**src/rtl/cache_req_queue.sv**
```systemverilog
// cache_req_queue: FIFO of CPU requests issued one at a time to a cache controller.
// Define CC_TIMEOUT_EN to compile in the WAIT-state watchdog and sticky timeout_err.
module cache_req_queue #(
   parameter int DEPTH         = 4,
   parameter int ADDRESSLENGTH = 16,
   parameter int DATALENGTH    = 32,
   parameter int TIMEOUT       = 15
) (
   input  logic                     clk,
   input  logic                     reset,
   input  logic                     req_valid,
   output logic                     req_ready,
   input  logic                     req_we,
   input  logic [ADDRESSLENGTH-1:0] req_addr,
   input  logic [DATALENGTH-1:0]    req_wdata,
   output logic                     rsp_valid,
   output logic                     rsp_we,
   output logic [DATALENGTH-1:0]    rsp_rdata,
   output logic                     cc_re,
   output logic                     cc_we,
   output logic [ADDRESSLENGTH-1:0] cc_addr,
   output logic [DATALENGTH-1:0]    cc_wdata,
   input  logic [DATALENGTH-1:0]    cc_rdata,
   input  logic                     cc_ready,
   output logic                     timeout_err
);
   localparam int PW = $clog2(DEPTH);
   typedef enum logic [1:0] {IDLE, ISSUE, WAIT, RESP} state_t;
   state_t state, state_nxt;
   logic [DEPTH-1:0] mem_we;
   logic [ADDRESSLENGTH-1:0] mem_addr [DEPTH];
   logic [DATALENGTH-1:0] mem_wdata [DEPTH];
   logic [PW-1:0] wr_ptr, rd_ptr;
   logic [PW:0] count;
   logic cur_we, push, pop, expire;
   assign req_ready = count != (PW+1)'(DEPTH);
   assign push = req_valid && req_ready;
   assign pop = state == WAIT && (cc_ready || expire);
`ifdef CC_TIMEOUT_EN
   localparam int TW = $clog2(TIMEOUT + 1);
   logic [TW-1:0] timer;
   // timer holds the number of completed WAIT cycles; abort at the end of the TIMEOUT-th
   assign expire = state == WAIT && !cc_ready && timer == TW'(TIMEOUT - 1);
   always_ff @(posedge clk) begin
      if (!reset) begin
         timer <= '0;
         timeout_err <= 1'b0;
      end else begin
         timer <= (state == ISSUE) ? '0 : (state == WAIT) ? timer + 1'b1 : timer;
         if (expire) timeout_err <= 1'b1;
      end
   end
`else
   assign expire = 1'b0;
   assign timeout_err = 1'b0;
`endif
   always_ff @(posedge clk) begin
      if (!reset) state <= IDLE;
      else state <= state_nxt;
   end
   always_comb begin
      state_nxt = (state == IDLE && count != '0) ? ISSUE :
                  (state == ISSUE)               ? WAIT  :
                  pop                            ? RESP  :
                  (state == RESP)                ? IDLE  : state;
      cc_re = state == ISSUE && !cur_we;
      cc_we = state == ISSUE && cur_we;
      rsp_valid = state == RESP;
      rsp_we = state == RESP && cur_we;
   end
   always_ff @(posedge clk) begin
      if (push) begin
         mem_we[wr_ptr] <= req_we;
         mem_addr[wr_ptr] <= req_addr;
         mem_wdata[wr_ptr] <= req_wdata;
      end
   end
   // the head entry stays queued until the controller completes it
   always_ff @(posedge clk) begin
      if (!reset) begin
         wr_ptr <= '0;
         rd_ptr <= '0;
         count <= '0;
         cur_we <= 1'b0;
         cc_addr <= '0;
         cc_wdata <= '0;
         rsp_rdata <= '0;
      end else begin
         if (push) wr_ptr <= wr_ptr + 1'b1;
         if (pop) rd_ptr <= rd_ptr + 1'b1;
         count <= count + (PW+1)'(push) - (PW+1)'(pop);
         if (state == IDLE && count != '0) begin
            cur_we <= mem_we[rd_ptr];
            cc_addr <= mem_addr[rd_ptr];
            cc_wdata <= mem_wdata[rd_ptr];
         end
         if (pop) rsp_rdata <= (cur_we || expire) ? '0 : cc_rdata;
      end
   end
endmodule
```
**config.mk**
```make
export PLATFORM = sky130hd
export DESIGN_NAME = cache_req_queue
export DESIGN_NICKNAME = d
export VERILOG_FILES = /design/src/rtl/cache_req_queue.sv
export SDC_FILE = /design/constraint.sdc
export NUM_CORES = 1
export LEC_CHECK = 0
export BUFFER_PORTS_ARGS = -buffer_cell sky130_fd_sc_hd__buf_2
export CORE_ASPECT_RATIO = 0.75
export CORE_UTILIZATION = 45
export DETAILED_ROUTE_END_ITERATION = 16
export PLACE_DENSITY_LB_ADDON = 0.05
export SLEW_MARGIN = 25
export SYNTH_ARGS = -nofsm -noshare
export SYNTH_HDL_FRONTEND = slang
export SYNTH_SLANG_ARGS = --single-unit
export TNS_END_PERCENT = 1
```
**constraint.sdc**
```tcl
create_clock -name clk -period 7.4 [get_ports clk]
set_clock_uncertainty 0.1 [all_clocks]
set_input_delay 1.48 -clock clk [delete_from_list [all_inputs] [get_ports clk]]
set_output_delay 1.48 -clock clk [all_outputs]
set_load 0.05 [all_outputs]
```
==> results of run 1 <==
metrics by stage:
| stage | hold WS, ns | utilization (%) | instances | total power [mW] | area [sq um] |
|---|---|---|---|---|---|
| 2_1_floorplan | 0.464 | - | 571 | 3.17 | 10400 |
| 3_3_place_gp | 0.338 | 51.1 | 1004 | 3.48 | 11400 |
| 3_5_place_dp | 0.347 | 51.1 | 1004 | 3.50 | 11400 |
| 4_1_cts | 0.355 | 55.5 | 1058 | 5.01 | 12400 |
| 5_1_grt | 0.378 | 55.5 | 1058 | 5.16 | 12400 |
| 6_report | 0.354 | 55.5 | 1062 | 4.95 | 12400 |
cell type report:
type | count | area share [%]
flip-flops and latches | 286 | 62.0
multi-input cells | 239 | 19.4
repair buffers | 177 | 7.30
clock buffers | 44 | 6.71
well taps | 294 | 2.96
clock inverters | 10 | 1.27
inverters | 8 | 0.242
diodes | 4 | 0.0807
final timing paths:
| check | start | to | cells after the start |
|---|---|---|---|
| min | rsp_rdata[6]$_SDFFE_PN0P_ | rsp_rdata[6]$_SDFFE_PN0P_ | 2 |
| max reg2reg | state[1]$_SDFFE_PP0P_ | count[2]$_SDFF_PN0_ | 9 |
| min reg2reg | rsp_rdata[6]$_SDFFE_PN0P_ | rsp_rdata[6]$_SDFFE_PN0P_ | 2 |
| max | cur_we$_SDFFE_PN0P_ | rsp_we | 2 |
state kept, by name (all words and copies together) (netlist names):
register,count
cc_wdata,32
cc_addr,16
rsp_rdata,32
mem_wdata,128
mem_we,4
cur_we,1
wr_ptr,2
mem_addr,64
state,2
count,3
rd_ptr,2
critical path, stage by stage, from the launching register on:
cell and delay [ns]:
dfxtp_1 0.92, and3_1 0.27, buf_2 0.26
cells in the final DEF, fill, tap and decap left out, types with 2 or more instances in the layout:
cell | Yosys | final
xnor2_1 | 4 | 4
clkinv_2 | 0 | 4
buf_2 | 16 | 169
buf_4 | 3 | 8
nand2_1 | 35 | 35
diode_2 | 0 | 4
clkbuf_8 | 0 | 5
mux4_2 | 49 | 49
and3_2 | 0 | 4
a21oi_1 | 35 | 35
inv_6 | 0 | 2
edfxtp_1 | 196 | 196
nand3_1 | 2 | 2
dfxtp_1 | 90 | 88
and2_1 | 4 | 4
inv_1 | 5 | 5
a22o_1 | 49 | 49
nand3b_1 | 32 | 32
clkbuf_16 | 0 | 29
nor2_1 | 4 | 4
bufinv_16 | 0 | 4
a21o_1 | 2 | 2
inv_2 | 3 | 3
ha_1 | 6 | 6
clkbuf_1 | 8 | 10
cell families after synthesis:
group	count (synthesis)	share of synthesized area, %
AO/OA/AOI/OAI	89	6.18
flip-flops	286	74.2
other	1	0.0362
adder cells (fa/ha/maj)	7	0.918
AND/OR/NAND/NOR	89	5.04
XOR/XNOR	4	0.338
buffers and inverters	46	2.62
multiplexers	49	10.7
report_power, final:
group	internal [mW]	switching, mW
registers	1.97	0.160
logic	0.401	0.922
clock network	0.914	0.582
total	3.29	1.66
metal layers:
metal  up-vias  share of wire [%]
met5         -              0.061
met2       134                 48
met3        28                6.4
met1      2861                 44
met4         2                1.6
li1       2586                  -
==> impl_metrics.json, run 1 <==
{
  "status": "finished clean",
  "synth_top_cell_by_area": "edfxtp_1",
  "clk_pin_slew_ns": 0.06,
  "ys_async_sr_fraction_pct": 0,
  "antenna_found_initial": 4,
  "crit_path_start_kind": "flip-flop",
  "core_sq_mm": 0.0223,
  "numPortBuffers": 169,
  "cts_buffer_depth": 3,
  "dr_total_vias": 5611,
  "multi_input_comb_area_sq_mm": 0.00241,
  "wl_per_cell_um": 19.9,
  "fmax_mhz": 281,
  "die_w_um": 177,
  "synth_top_area_share_pct": 56.8,
  "post-place-ws_ns": 3.44,
  "rows": 47,
  "rsz0062_at_grt": "no",
  "syn2layout_area_growth_pct": 19.8,
  "yosysSeqAreaShare_pct": 74.2,
  "ff2ff_setup_slack_ns": 4.37,
  "final_net_count": 833,
  "synth_commonest_cells": "edfxtp_1, dfxtp_1, a22o_1, mux4_2",
  "setup_slack_ns": 3.84,
  "ys_types": 32,
  "p_per_area_mw_per_mm2": 399,
  "synth.top_cells.by_area": "edfxtp_1, dfxtp_1, mux4_2",
  "clock-sinks": 286,
  "grt_max_degree": 50,
  "cts_setup_buffers": 0,
  "yosysWarnings": 0,
  "drt_iter0_drc": 371,
  "use_met1_pct": 25.3,
  "netlist_instances": 571,
  "fill_cells": 1795,
  "synth_area_sq_mm": 0.0104,
  "synth-main-ff-cell": "edfxtp_1",
  "busiest_layer": "met2",
  "globalRouteOverflowTotal": 0,
  "hold_class": "flip-flop to flip-flop",
  "setup_viol": 0,
  "io_pins": 171,
  "critPathCaptureType": "primary output",
  "avgSynthCellArea_sq_um": 18.1,
  "antenna_left": 0,
  "initial_core_util_pct": 46.4,
  "p_leak_nw": 4.54,
  "tritoncts": "done",
  "drv_cap": 0,
  "ff_latch_area_sq_mm": 0.00769,
  "syn_nets": 663,
  "peakVddDrop_uv": 231,
  "die_h_um": 133,
  "htreeDepth": 1,
  "synth_seq_cells": 286,
  "clock_latency_ns": 0.54,
  "grt_usage_pct": 18.2,
  "crit_arrival_ns": 1.98,
  "drtPass1Iterations": 4,
  "routed_wl_um": 21200,
  "die_area_sq_mm": 0.0236,
  "cts_resized": 0,
  "worst_pin_slew_ns": 0.912,
  "drc_errors": 0,
  "cts_buffers": 29,
  "fin_setup_tns_ns": 0,
  "final-hold-violation-count": 0,
  "dp_hpwl_um": 12000,
  "cts-root-buf": "clkbuf_16",
  "drive_gt1_share_pct": 37.0,
  "grt_pass1_wl_um": 32600,
  "final.period_utilization_pct": 48.1,
  "slew_viol_final": 0,
  "globalplace.congestion": 0.763,
  "grt_pass1_vias": 5750,
  "crit_fanout": 36,
  "synth-edff-count": 196,
  "yosysMostFrequentCell": "edfxtp_1",
  "use_met3_pct": 4.82,
  "use_met2_pct": 28.8,
  "fin_crit_ns": 3.56,
  "viasPerCell": 5.28,
  "maxSlewHeadroom_pct": 39.1,
  "cts_hold_buf": 0,
  "required_ns": 5.82,
  "criticalPathCategory": "flip-flop to primary output"
}
Note: power is estimated with default switching activity, not from simulation.
==> run 2, diff against run 1 <==
--- a/config.mk
+++ b/config.mk
@@ -5,6 +5,7 @@
 export SDC_FILE = /design/constraint.sdc
 export NUM_CORES = 1
 export LEC_CHECK = 0
+export ABC_AREA = 1
 export BUFFER_PORTS_ARGS = -buffer_cell sky130_fd_sc_hd__buf_2
 export CORE_ASPECT_RATIO = 0.75
 export CORE_UTILIZATION = 45
==> constraint.sdc (replaced) <==
create_clock -name clk -period 3.3 [get_ports clk]
set_clock_uncertainty 0.1 [all_clocks]
set_input_delay 0.66 -clock clk [delete_from_list [all_inputs] [get_ports clk]]
set_output_delay 0.66 -clock clk [all_outputs]
set_load 0.05 [all_outputs]
==> impl_metrics.json, run 2 <==
{
  "reg2reg_to": "count[2]$_SDFF_PN0_",
  "layoutNonFillerInstCount": 1820,
  "clk_pin_slew_ns": 0.06,
  "fin_crit_ns": 2.40,
  "cts_buffer_depth": 3,
  "crit_arrival_ns": 1.64,
  "p_per_area_mw_per_mm2": 786,
  "ys_async_sr_fraction_pct": 0,
  "ys_types": 22,
  "tritoncts": "done",
  "crit_chain": "clkinv_1 > buf_4 > nor2_1 > buf_2",
  "numPortBuffers": 169,
  "synth_top_cell_by_area": "edfxtp_1",
  "synth_area_sq_mm": 0.0118,
  "cts_resized": 0,
  "syn_nets": 1384,
  "routed_wl_um": 24800,
  "min_path_cells": 1,
  "synth_seq_cells": 286,
  "viasPerCell": 4.46,
  "crit_path_start_kind": "flip-flop",
  "drt_iter0_drc": 463,
  "required_ns": 2.54,
  "fill_cells": 2393,
  "placed_cells": 1761,
  "use_met1_pct": 26.3,
  "htreeDepth": 1,
  "final-hold-violation-count": 0,
  "die_h_um": 142,
  "io_pins": 171,
  "hp-start": "req_wdata[10]",
  "top_regs": "mem_wdata: 128 flops, mem_addr: 64 flops",
  "drive_gt1_share_pct": 16.4,
  "antenna_found_initial": 3,
  "cts_buffers": 30,
  "avgSynthCellArea_sq_um": 9.16,
  "cp_top_family": "buffers and inverters",
  "globalRouteOverflowTotal": 0,
  "wl_per_cell_um": 13.6,
  "hold_class": "primary input to flip-flop",
  "synth-edff-count": 196,
  "drc_errors": 0,
  "use_met3_pct": 3.13,
  "yosysWarnings": 0,
  "crit_fanout": 34,
  "fmax_mhz": 417,
  "critPathCaptureType": "primary output",
  "crit_start": "cur_we$_SDFFE_PN0P_",
  "design_area_sq_mm": 0.0139,
  "cts_setup_buffers": 0,
  "maxSlewHeadroom_pct": 38.1,
  "final.period_utilization_pct": 72.7,
  "ff2ff_setup_slack_ns": 1.06,
  "yosysSeqAreaShare_pct": 64.9,
  "drv_cap": 0,
  "status": "finished clean",
  "use_met2_pct": 29.5,
  "grt_pass1_vias": 7379,
  "dp_hpwl_um": 14000,
  "synth.top_cells.by_area": "edfxtp_1, dfxtp_1, nand2_1",
  "grt_usage_pct": 18.4,
  "final_net_count": 1541,
  "rows": 51,
  "r2r_cells": 10,
  "placed_area_sq_mm": 0.0130,
  "setup_viol": 0,
  "critPathMaxStageDelay_ns": 0.35,
  "criticalPathCategory": "flip-flop to primary output",
  "post-route-util_pct": 53.8,
  "crit_slowest_cell": "dfxtp_1",
  "yosysMostFrequentCell": "nand2_1",
  "synth_commonest_cells": "nand2_1, inv_1, edfxtp_1",
  "rsz0062_at_grt": "no",
  "core_sq_mm": 0.0259,
  "grt_max_degree": 80,
  "largest_register_ffs": 128,
  "crit_end": "rsp_we",
  "r2r-start": "count[1]$_SDFF_PN0_",
  "busiest_layer": "met2",
  "cts-root-buf": "clkbuf_16",
  "layout_common_cells": "nand2_1, inv_1, edfxtp_1",
  "p_leak_nw": 6.58,
  "initial_core_util_pct": 45.7,
  "p_total_mw": 11.0,
  "top_register": "mem_wdata",
  "peakVddDrop_uv": 489,
  "synth-main-ff-cell": "edfxtp_1",
  "mostFrequentLayoutCell": "nand2_1",
  "slew_viol_final": 0,
  "drtPass1Iterations": 6,
  "whs_ns": 0.224,
  "die_w_um": 189,
  "die_area_sq_mm": 0.0270,
  "dr_total_vias": 8113,
  "clock-sinks": 286,
  "antenna_left": 0,
  "netlist_instances": 1292,
  "syn2layout_area_growth_pct": 17.8,
  "clock_latency_ns": 0.54,
  "globalplace.congestion": 0.732,
  "synth_top_area_share_pct": 49.7,
  "cp_num_cells": 4,
  "cts_hold_buf": 0,
  "path_buf_inv": 3,
  "worst_pin_slew_ns": 0.928,
  "grt_pass1_wl_um": 39200
}
## run 2: changes by cell type after synthesis, moves of 3 or more
cell | previous run | this run
buf_2 | 16 | 29
inv_1 | 5 | 257
xnor2_1 | 4 | 1
buf_6 | 9 | 2
nor2_1 | 4 | 112
buf_4 | 3 | 6
and2_1 | 4 | 0
and3_1 | 5 | 0
nand3b_1 | 32 | 0
clkbuf_1 | 8 | 21
nand2_1 | 35 | 388
mux4_2 | 49 | 0
a22o_1 | 49 | 0
nand3_1 | 2 | 132
## run 2: metal layers
layer	part of all wire [%]	vias up	routed length (um)
met5	0	-	0
met4	1.6	0	405
met3	4.4	32	1080
met2	45	151	11100
met1	49	3644	12300
li1	-	4286	-
## run 2: how the worst min path moves through the flow
stage / end / slack, ns
detailed placement: rsp_rdata[24]$_SDFFE_PN0P_ / 0.35
floorplan: wr_ptr[1]$_SDFFE_PN0P_ / 0.37
global route: mem_wdata[2][10]$_DFFE_PP_ / 0.20
global placement: rsp_rdata[28]$_SDFFE_PN0P_ / 0.35
finish: mem_wdata[2][10]$_DFFE_PP_ / 0.22
CTS: mem_wdata[2][3]$_DFFE_PP_ / 0.20
## run 2: area by class of cell
type | instances | area [sq um] | share of cell area, %
inverters | 262 | 985 | 7.06
flip-flops and latches | 286 | 7690 | 55.2
repair buffers | 186 | 998 | 7.16
diodes | 3 | 7.51 | 0.0539
well taps | 344 | 430 | 3.09
multi-input cells | 683 | 2900 | 20.8
clock buffers | 41 | 833 | 5.98
clock inverters | 15 | 96.3 | 0.691
## run 2: kinds of logic after synthesis
family / count (synthesis) / synth area share [%]
AND/OR/NAND/NOR: 635 / 21.6
buffers and inverters: 323 / 10.9
flip-flops: 286 / 64.9
AO/OA/AOI/OAI: 39 / 1.65
adder cells (fa/ha/maj): 7 / 0.803
XOR/XNOR: 1 / 0.0740
other: 1 / 0.0317
## run 2: power breakdown
group / switching, mW / total [mW] / internal, mW / leakage [nW]
Clock: 1.33 / 3.17 / 1.83 / 0.459
Combinational: 2.43 / 3.27 / 0.842 / 3.59
Sequential: 0.185 / 4.52 / 4.34 / 2.54
## run 2: metrics by stage
| stage | TNS (ns) | setup WS, ns |
|---|---|---|
| final | 0 | 0.900 |
| after global routing | 0 | 0.803 |
| after CTS | 0 | 0.880 |
| after detailed placement | 0 | 0.866 |
| after global placement | 0 | 0.895 |
| after floorplan | -77.49 | -0.395 |
## run 2: worst register-to-register path, stage by stage (launching register included)
cell     delay (ns)
dfxtp_1        0.37
nor2_1         0.06
nand2_1        0.12
nand2_1        0.30
ha_1           0.40
inv_1          0.04
ha_1           0.18
fa_1           0.38
nand2_1        0.08
nand2_1        0.04
nor2_1         0.09
==> run 3, diff against run 2 <==
==> constraint.sdc (replaced) <==
create_clock -name clk -period 2.15 [get_ports clk]
set_clock_uncertainty 0.1 [all_clocks]
set_input_delay 0.43 -clock clk [delete_from_list [all_inputs] [get_ports clk]]
set_output_delay 0.43 -clock clk [all_outputs]
set_load 0.05 [all_outputs]
==> impl_metrics.json, run 3 (same netlist as run 2, synthesis figures left out) <==
{
  "final-hold-violation-count": 0,
  "p_total_mw": 17.1,
  "fmax_mhz": 486,
  "syn2layout_area_growth_pct": 21.9,
  "initial_core_util_pct": 45.7,
  "ff_latch_area_sq_mm": 0.00769,
  "globalRouteOverflowTotal": 0,
  "die_h_um": 142,
  "post-place-ws_ns": 0.248,
  "clkPwrFrac_pct": 28.5,
  "critPathCaptureType": "primary output",
  "maxSlewHeadroom_pct": 51.9,
  "p_sw_share_pct": 35.8,
  "cts_setup_buffers": 0,
  "p_leak_nw": 6.80,
  "crit_start": "cur_we$_SDFFE_PN0P_",
  "final.period_utilization_pct": 95.6,
  "crit_path_start_kind": "flip-flop",
  "critPathMaxStageDelay_ns": 0.39,
  "rows": 51,
  "die_area_sq_mm": 0.0270,
  "htreeDepth": 1,
  "r2r-start": "count[1]$_SDFF_PN0_",
  "dr_total_vias": 8300,
  "fin_crit_ns": 2.06,
  "switchingPower_mw": 6.13,
  "largest_register_ffs": 128,
  "tritoncts": "done",
  "intPower_mw": 11.0,
  "viasPerCell": 4.48,
  "drv_cap": 0,
  "drt_iter0_drc": 435,
  "cts_buffer_depth": 3,
  "grt_usage_pct": 19.0,
  "highest_layer": "met4",
  "cts_buffers": 29,
  "clock-sinks": 286,
  "status": "finished clean",
  "fin_setup_tns_ns": 0,
  "whs_ns": 0.0234,
  "clock_latency_ns": 0.55,
  "layout_common_cells": "nand2_1, inv_1, edfxtp_1",
  "setup_viol": 0,
  "wl_met2_um": 11200,
  "criticalPathCategory": "flip-flop to primary output",
  "setup_slack_ns": 0.0937,
  "grt_pass1_wl_um": 40600,
  "grt_pass1_vias": 7624,
  "fill_cells": 2418,
  "multi_input_comb_area_sq_mm": 0.00291,
  "met1_length_um": 12500,
  "globalplace.congestion": 0.706,
  "numPortBuffers": 169,
  "p_per_area_mw_per_mm2": 1190,
  "met3_length_um": 1170,
  "layoutNonFillerInstCount": 1852,
  "worst_pin_slew_ns": 0.721,
  "die_w_um": 189,
  "grt_max_degree": 102,
  "rsz0062_at_grt": "no",
  "crit_arrival_ns": 1.53,
  "clk_pin_slew_ns": 0.06,
  "drive_gt1_share_pct": 16.9,
  "antenna_left": 0,
  "hp-start": "req_wdata[8]",
  "core_sq_mm": 0.0259,
  "crit_slowest_cell": "dfxtp_1",
  "ff2ff_setup_slack_ns": 0.33,
  "power_frac_seq_pct": 40.4,
  "crit_fanout": 9,
  "top_regs": "mem_wdata: 128 flops, mem_addr: 64 flops",
  "drtPass1Iterations": 5,
  "final_net_count": 1576,
  "required_ns": 1.62,
  "crit_chain": "clkinvlp_4 > nor2_1 > buf_2",
  "antenna_found_initial": 1,
  "peakVddDrop_uv": 674,
  "drc_errors": 0,
  "top_register": "mem_wdata",
  "hold_class": "primary input to flip-flop",
  "mostFrequentLayoutCell": "nand2_1",
  "placed_cells": 1767,
  "slew_viol_final": 0,
  "routed_wl_um": 25300,
  "dp_hpwl_um": 14600,
  "io_pins": 171,
  "cts-root-buf": "clkbuf_16",
  "power.share.combinational_pct": 31.1,
  "wl_per_cell_um": 13.6
}
## run 3: changes by cell type in the layout (fill, tap and decap cells not counted), sizes merged, moves of 2 or more
cell | before | now
diode | 3 | 1
clkbuf | 41 | 38
dlygate4sd3 | 0 | 30
buf | 186 | 191
inv | 260 | 262
## run 3: area by class of cell
type,instances,share of cell area (%)
Clock buffer,37,5.44
Antenna cell,1,0.0173
Multi-Input combinational cell,683,20.1
Sequential cell,286,53.3
Tap cell,344,2.98
Clock inverter,17,0.971
Timing Repair Buffer,222,10.3
Inverter,262,6.85
## run 3: worst paths after layout
check	endpoint	depth (start not counted)
max	rsp_we	3
min	mem_wdata[0][8]$_DFFE_PP_	1
max reg2reg	count[2]$_SDFF_PN0_	9
min reg2reg	rsp_rdata[21]$_SDFFE_PN0P_	2
## run 3: per-layer routing
layer / global-route usage [%] / vias to the layer above
li1: - / 4360
met1: 27.1 / 3744
met2: 30.4 / 159
met3: 3.18 / 37
met4: 3.99 / 0
met5: 0 / -
## run 3: timing repair
action,4_1_cts,5_1_grt
endpoints found under the hold margin,115,0
hold buffers,30,0
resized for setup,0,2
endpoints found under the setup margin,0,2
## run 3: power groups by stage
stage | Clock [mW] | Combinational (mW) | Sequential (mW)
2_1_floorplan | 0 | 2.74 | 8.23
3_3_place_gp | 0 | 5.31 | 7.03
5_1_grt | 5.25 | 6.00 | 7.00
6_report | 4.89 | 5.33 | 6.92
3_5_place_dp | 0 | 5.36 | 7.04
4_1_cts | 5.01 | 5.43 | 6.93
## run 3: worst max-delay path: cells and delay by family (launching register included)
kind	cells	cell delay, ns
buf+inv	2	0.46
flops	1	0.39
simple gates	1	0.13
## run 3: stage by stage
stage	instance area [sq um]	utilization, %
6_report	14400	55.7
3_3_place_gp	13200	50.9
5_1_grt	14400	55.7
2_1_floorplan	11900	-
4_1_cts	14400	55.7
3_5_place_dp	13200	50.9
